$ cat src/rtl/slt_32.sv
// slt_32 -- set-less-than comparator for the RV32 ALU result mux.
// Computes x1 - x2 with a carry-lookahead subtractor and derives the
// signed (N ^ V) or unsigned (~C) less-than flag. Only bit 0 of the
// result can be set.
// Optional build macro: SLT_32_REG_OUT_EN adds a 1-cycle output register
// on clk, with a synchronous active-low reset to 0.

// 4-bit carry-lookahead adder slice. Its carries come from the group's
// generate/propagate terms, so they do not ripple bit to bit inside the group.
module slt_32_cla4 (
    input  logic [3:0] a,
    input  logic [3:0] b,
    input  logic       ci,
    output logic [3:0] s,
    output logic       co
);
    logic [3:0] g;
    logic [3:0] p;
    logic [3:0] c;

    assign g = a & b;
    assign p = a ^ b;

    // Lookahead carries, fully expanded from ci.
    assign c[0] = ci;
    assign c[1] = g[0] | (p[0] & ci);
    assign c[2] = g[1] | (p[1] & g[0]) | (p[1] & p[0] & ci);
    assign c[3] = g[2] | (p[2] & g[1]) | (p[2] & p[1] & g[0])
                | (p[2] & p[1] & p[0] & ci);
    assign co   = g[3] | (p[3] & g[2]) | (p[3] & p[2] & g[1])
                | (p[3] & p[2] & p[1] & g[0])
                | (p[3] & p[2] & p[1] & p[0] & ci);

    assign s = p ^ c;
endmodule

module slt_32 #(
    parameter int SIGNED = 1,
    parameter int WIDTH  = 32
) (
    input  logic             clk,
    input  logic             rst_n,
    input  logic [WIDTH-1:0] x1,
    input  logic [WIDTH-1:0] x2,
    output logic [WIDTH-1:0] out
);
    localparam int NGRP = WIDTH / 4;

    logic [WIDTH-1:0] nx2;    // ~x2; the +1 enters as the carry-in of group 0
    logic [WIDTH-1:0] d;      // x1 - x2
    logic [NGRP:0]    gc;     // carries rippling between the 4-bit groups
    logic             c_flag;
    logic             n_flag;
    logic             v_flag;
    logic             lt;
    logic [WIDTH-1:0] res;

    assign nx2   = ~x2;
    assign gc[0] = 1'b1;

    // Subtractor: lookahead inside each group, ripple from group to group.
    for (genvar gi = 0; gi < NGRP; gi++) begin : g_grp
        slt_32_cla4 u_cla4 (
            .a  (x1[4*gi +: 4]),
            .b  (nx2[4*gi +: 4]),
            .ci (gc[gi]),
            .s  (d[4*gi +: 4]),
            .co (gc[gi+1])
        );
    end

    // A borrow-free subtract (C = 1) means x1 >= x2 as unsigned numbers.
    // Signed overflow is only possible when the operand signs differ.
    assign c_flag = gc[NGRP];
    assign n_flag = d[WIDTH-1];
    assign v_flag = (x1[WIDTH-1] ^ x2[WIDTH-1]) & (n_flag ^ x1[WIDTH-1]);
    assign lt     = (SIGNED != 0) ? (n_flag ^ v_flag) : ~c_flag;
    assign res    = {{(WIDTH-1){1'b0}}, lt};

    // Only the sign bit of the difference feeds the flags.
    logic unused_d;
    assign unused_d = &{1'b0, d[WIDTH-2:0]};

`ifdef SLT_32_REG_OUT_EN
    logic [WIDTH-1:0] out_q;

    // Output register; a low rst_n at the edge discards the in-flight result.
    always_ff @(posedge clk) begin
        if (!rst_n) out_q <= '0;
        else        out_q <= res;
    end

    assign out = out_q;
`else
    // Combinational build: clk and rst_n exist only to keep the port list stable.
    logic unused_clk;
    assign unused_clk = &{1'b0, clk, rst_n};

    assign out = res;
`endif
endmodule

$ cat config.mk
export PLATFORM = sky130hd
export DESIGN_NAME = slt_32
export DESIGN_NICKNAME = d
export VERILOG_FILES = /design/src/rtl/slt_32.sv
export SDC_FILE = /design/constraint.sdc
export NUM_CORES = 1
export LEC_CHECK = 0
export CAP_MARGIN = 15
export CORE_ASPECT_RATIO = 0.75
export CORE_MARGIN = 5
export CORE_UTILIZATION = 32
export DETAILED_ROUTE_END_ITERATION = 8
export PLACE_DENSITY_LB_ADDON = 0.2
export SYNTH_ARGS = -nofsm -noshare
export SYNTH_HDL_FRONTEND = slang
export SYNTH_SLANG_ARGS = --single-unit
$ cat constraint.sdc
create_clock -name vclk -period 3.33
set_input_delay 0.666 -clock vclk [all_inputs]
set_output_delay 0.666 -clock vclk [all_outputs]
set_load 0.005 [all_outputs]
==> run_results.csv, run 1 <==
group,metric,value,unit
outcome,outcome,"completed",
timing,period_share,97.24,%
logic_synthesis,synth_area,1051,µm²
logic_synthesis,synthDistinctLibCells,23,
worst_setup_path,crit_family,"compound AO/OA/AOI/OAI gates",
timing,layout_min_cycle_time,3.238,ns
worst_setup_path,cp-start-kind,"input port",
job,cap_violations,0,
logic_synthesis,synth_xor_area_share,0,%
grt,grt_pass1_vias,1105,
drt,drc,0,
floorplan,initial_core_util,32.63,%
floorplan,die_h,59.63,µm
grt,grt_max_degree,4,
logic_synthesis,synth_top_family_by_area,"adder cells",
placement,pre_cts_slack,-0.5802,ns
placement,routabilityCongestion,0.7244,
timing,maxSlewViolCount,0,
finish,n_clock_buffer,0,
logic_synthesis,synth_warnings,0,
finish,flops_and_latches,0,
drt,viasPerCell,4.352,
min_path,hp-start,"x2[31]",
finish,final_nets,310,
min_path,holdPathStages,4,
drt,wl_per_cell,12.38,µm
grt,grt_usage,11.47,%
drt,ant_nets,0,
logic_synthesis,synth.largest_area_cell,"ha_1",
logic_synthesis,yosys.area_share.simple,6.905,%
finish,antenna_cells,0,
worst_setup_path,crit_path_end_kind,"output pin",
finish,ff_latch_area,0,µm²
worst_setup_path,crit_required,2.66,ns
timing,hold_viol_final,0,
floorplan,dieArea,4542,µm²
placement,portBuffers,65,
logic_synthesis,synth_seq_area_share,0,%
timing,fmax,0.3088,GHz
grt,antenna_found_initial,0,
worst_setup_path,path_cells,"clkdlybuf4s50_1 > inv_1 > ha_2 > o21a_1 > o21ai_0 > a211oi_2 > o22a_1 > o41ai_2 > fa_2 > buf_2",
power_and_ir_drop,power_density,115.1,nW/µm²
floorplan,ios,98,
finish,fin_util,61.85,%
drt,drt_iter0_drc,12,
worst_setup_path,path_max_fanout,1,
finish,layout_commonest_cell,"clkdlybuf4s50_1",
grt,overflow,0,
grt,grt_pass1_wl,4.457,mm
floorplan,die_w,76.18,µm
placement,placed_cells,248,
floorplan,row_count,18,
min_path,whs_endpoint,"out[0]",
logic_synthesis,synth_mux_area_share,0,%
drt,vias,1088,
worst_setup_path,cp_slowest_cell,"clkdlybuf4s50_1",
drt,drtPass1Iterations,2,
logic_synthesis,avgSynthCellArea,7.401,µm²
finish,final_cell_mix,"clkdlybuf4s50_1 (35), conb_1 (31), dlymetal6s2s_1 (25)",
drt,detail_route.wirelength,3.095,mm
power_and_ir_drop,p_leak,1.115,nW
logic_synthesis,synth_top_cell_area_share,36.90,%
logic_synthesis,synthAdderAreaFrac,38.81,%
finish,area_growth,89.52,%
logic_synthesis,netlist_top_cells_area,"ha_1 (37%), buf_4 (23%), inv_1 (12%)",
finish,drive_gt1_share,28.10,%
min_path,hold_path_class,"input port to output pin",
floorplan,core_area,3221,µm²
finish,fin_cells,250,
power_and_ir_drop,ir_drop,0.00005801,V
logic_synthesis,synth_compound_area_share,19.29,%
worst_setup_path,path_buf_inv,3,
logic_synthesis,syn_inst,142,
worst_setup_path,cpPeakStageDelay,0.45,ns
placement,dp_hpwl,2.528,mm
worst_setup_path,worstPathArrival,2.57,ns
clock_tree,hold_buffers,0,
worst_setup_path,crit_type,"input port to output pin",
timing,setup_violations,0,
timing,setup_slack,0.09196,ns
metal layers:
metal  part of all wire (%)  vias up  GRT usage (%)
li1                       -      551              -
met1                     37      488          13.18
met2                     56       45          24.63
met3                    5.9        4         0.7599
met4                    1.3        0              0
met5                      0        -              0
report_power, final:
part,internal (mW),leakage [nW],switching [mW],total [mW]
clock network,0,0,0,0
registers,0,0,0,0
logic,0.135,1.11,0.0939,0.229
cell type report:
class                           count  area, µm²
Multi-Input combinational cell    107       1077
Timing Repair Buffer               70      740.7
Inverter                           33      123.9
Tap cell                           40      50.05
Fill cell                         274       1229
worst min-delay path, cell delays in order:
cell and delay, ns:
clkdlybuf4s50_1 0.40, inv_1 0.08, fa_2 0.18, buf_2 0.10
worst max-delay path by stage:
stage,slack [ns],cells after the start,end,startpoint
2_1_floorplan,0.49,9,out[0],x2[9]
3_3_place_gp,-0.54,10,out[0],x2[14]
3_5_place_dp,-0.58,8,out[0],x2[29]
4_1_cts,0.00003,10,out[0],x2[2]
5_1_grt,-0.006,10,out[0],x2[20]
6_report,0.09,10,out[0],x2[20]
logic make-up after synthesis:
| family | Yosys count |
|---|---|
| AOI/OAI and AO/OA | 29 |
| adders and majority gates | 32 |
| buffers and inverters | 65 |
| other | 1 |
| and+or+nand+nor | 15 |
Yosys cell counts:
master / number
o2111a_1: 1
a21oi_1: 8
nand4_1: 3
a211oi_2: 1
a211oi_1: 3
nand2_1: 4
ha_1: 31
a21o_1: 2
buf_4: 32
o41ai_1: 1
conb_1: 1
o31ai_2: 1
o21ai_0: 5
inv_1: 33
o21a_1: 3
a2111oi_0: 1
o22a_1: 1
nor2b_1: 2
nor4_1: 1
fa_1: 1
o211ai_1: 2
nor3_1: 1
nor2_1: 4
metrics by stage:
step | hold slack, ns | power, mW | TNS [ns] | area (µm²)
4_1_cts | 2.076 | 0.2021 | 0 | 1760
3_3_place_gp | 2.456 | 0.1742 | -0.5402 | 1647
3_5_place_dp | 2.466 | 0.1795 | -0.5802 | 1647
6_report | 2.089 | 0.2293 | 0 | 1992
5_1_grt | 2.142 | 0.2581 | -0.006397 | 1992
2_1_floorplan | 1.569 | 0.1069 | 0 | 1164
repair_timing:
item,4_1_cts,5_1_grt
setup buffers,2,0
resized for setup,30,60
pin swaps,15,27
setup endpoints to repair,1,1
No activity file was read; power rests on OpenSTA's default activity.
==> run 2: changes to the inputs <==
--- a/config.mk
+++ b/config.mk
@@ -5,7 +5,7 @@
 export SDC_FILE = /design/constraint.sdc
 export NUM_CORES = 1
 export LEC_CHECK = 0
-export CAP_MARGIN = 15
+export CAP_MARGIN = 30
 export CORE_ASPECT_RATIO = 0.75
 export CORE_MARGIN = 5
 export CORE_UTILIZATION = 32
==> constraint.sdc (replaced) <==
create_clock -name vclk -period 3
set_input_delay 0.6 -clock vclk [all_inputs]
set_output_delay 0.6 -clock vclk [all_outputs]
set_load 0.005 [all_outputs]
==> run 2 against run 1 <==
First-iteration DRC count fell by 17%; cell count did not move; combinational power rose by 16%; largest cell class unchanged; highest routed layer is now met3.
==> run_results.csv, run 2 (synthesis gave the netlist of run 1 again) <==
group,metric,value,unit
job,cap_violations,0,
timing,maxSlewViolCount,0,
grt,grt_usage,13.32,%
power_and_ir_drop,power_density,130.8,nW/µm²
finish,fin_cells,250,
timing,setup_slack,0.09157,ns
finish,drive_gt1_share,38.10,%
floorplan,row_count,18,
drt,vias,1078,
power_and_ir_drop,ir_drop,0.00005589,V
worst_setup_path,cp_slowest_cell,"fa_2",
drt,detail_route.wirelength,3.263,mm
drt,drtPass1Iterations,4,
finish,final_cell_area,2023,µm²
timing,setup_violations,0,
worst_setup_path,crit_path_end_kind,"output pin",
floorplan,initial_core_util,32.63,%
finish,multi_input_area,1229,µm²
worst_setup_path,cp-start-kind,"input port",
floorplan,die_h,59.63,µm
worst_setup_path,path_buf_inv,2,
finish,layout_commonest_cell,"dlygate4sd2_1",
finish,flops_and_latches,0,
worst_setup_path,crit_family,"adder cells",
drt,viasPerCell,4.312,
placement,dp_hpwl,2.562,mm
floorplan,dieArea,4542,µm²
outcome,outcome,"completed",
power_and_ir_drop,power.share.switching,44.78,%
worst_setup_path,crit_type,"input port to output pin",
grt,grt_pass1_wl,5.092,mm
power_and_ir_drop,total_power,264.7,µW
grt,overflow,0,
finish,n_clock_buffer,0,
finish,final_cell_mix,"dlygate4sd2_1 (44), conb_1 (31), ha_4 (25)",
finish,area_growth,92.50,%
drt,wl_per_cell,13.05,µm
grt,grt_max_degree,4,
placement,pre_cts_slack,-0.7422,ns
drt,drt_iter0_drc,10,
worst_setup_path,cpPeakStageDelay,0.33,ns
drt,ant_nets,0,
worst_setup_path,crit_required,2.40,ns
worst_setup_path,path_cells,"dlygate4sd2_1 > ha_1 > nand2_2 > nor3_4 > a21oi_2 > nor4_2 > o41ai_2 > fa_2 > buf_2",
timing,hold_viol_final,0,
finish,ff_latch_area,0,µm²
clock_tree,hold_buffers,0,
power_and_ir_drop,internal_power,146.1,µW
timing,timing.hold.ws,1.967,ns
placement,portBuffers,65,
floorplan,ios,98,
finish,antenna_cells,0,
finish,final_nets,310,
timing,layout_min_cycle_time,2.908,ns
drt,drc,0,
placement,routabilityCongestion,0.7489,
power_and_ir_drop,switchingPower,118.5,µW
worst_setup_path,path_max_fanout,1,
floorplan,die_w,76.18,µm
grt,grt_pass1_vias,1162,
floorplan,core_area,3221,µm²
placement,placed_cells,246,
min_path,hold_path_class,"input port to output pin",
power_and_ir_drop,comb_power_share,100.0,%
power_and_ir_drop,clkPwrFrac,0,%
placement,placed_area,1632,µm²
grt,antenna_found_initial,0,
power_and_ir_drop,seqPwrFrac,0,%
timing,period_share,96.95,%
power_and_ir_drop,p_leak,0.9812,nW
timing,fmax,0.3438,GHz
finish,nFillCells,279,
worst_setup_path,worstPathArrival,2.31,ns
[run 2: cell types whose count changed in the layout (fill, tap and decap cells not counted), moves of 3 or more]
cell	before	now
dlymetal6s2s_1	25	3
clkdlybuf4s50_1	35	2
inv_1	19	10
ha_2	3	0
clkbuf_2	0	3
dlygate4sd2_1	4	44
inv_2	14	23
ha_4	14	25
ha_1	14	6
clkdlybuf4s15_1	0	12
[run 2: power groups by stage]
| stage | logic [mW] | clock network (mW) | registers (mW) |
|---|---|---|---|
| after CTS | 0.245 | 0 | 0 |
| after global routing | 0.297 | 0 | 0 |
| after floorplan | 0.119 | 0 | 0 |
| after detailed placement | 0.196 | 0 | 0 |
| after global placement | 0.190 | 0 | 0 |
| final | 0.265 | 0 | 0 |
[run 2: path summary, 6_finish.rpt]
check  slack (ns)     end  cells past startpoint  startpoint
min          1.97  out[0]                      4      x2[31]
max          0.09  out[0]                      9       x1[4]
[run 2: final cells by class]
| cell class | count | area share (%) |
|---|---|---|
| Multi-Input combinational cell | 107 | 60.73 |
| Timing Repair Buffer | 70 | 30.67 |
| Inverter | 33 | 6.122 |
| Tap cell | 40 | 2.474 |
[run 2: metrics by stage]
stage	setup TNS (ns)	util, %
floorplan	0	-
global route	-0.0008411	62.82
CTS	0	60.99
global placement	-0.7049	50.66
detailed placement	-0.7422	50.66
finish	0	62.82
[run 2: timing repair]
action                     4_1_cts  5_1_grt
setup endpoints to repair        1        1
pin swaps                       45       30
buffers inserted                 5        0
gates resized for setup        141       30
[run 2: layer usage]
metal,global-route usage (%),part of all wire (%)
met5,0,0
met4,0.7481,0
met3,2.128,8.0
met2,28.54,55
met1,14.35,37
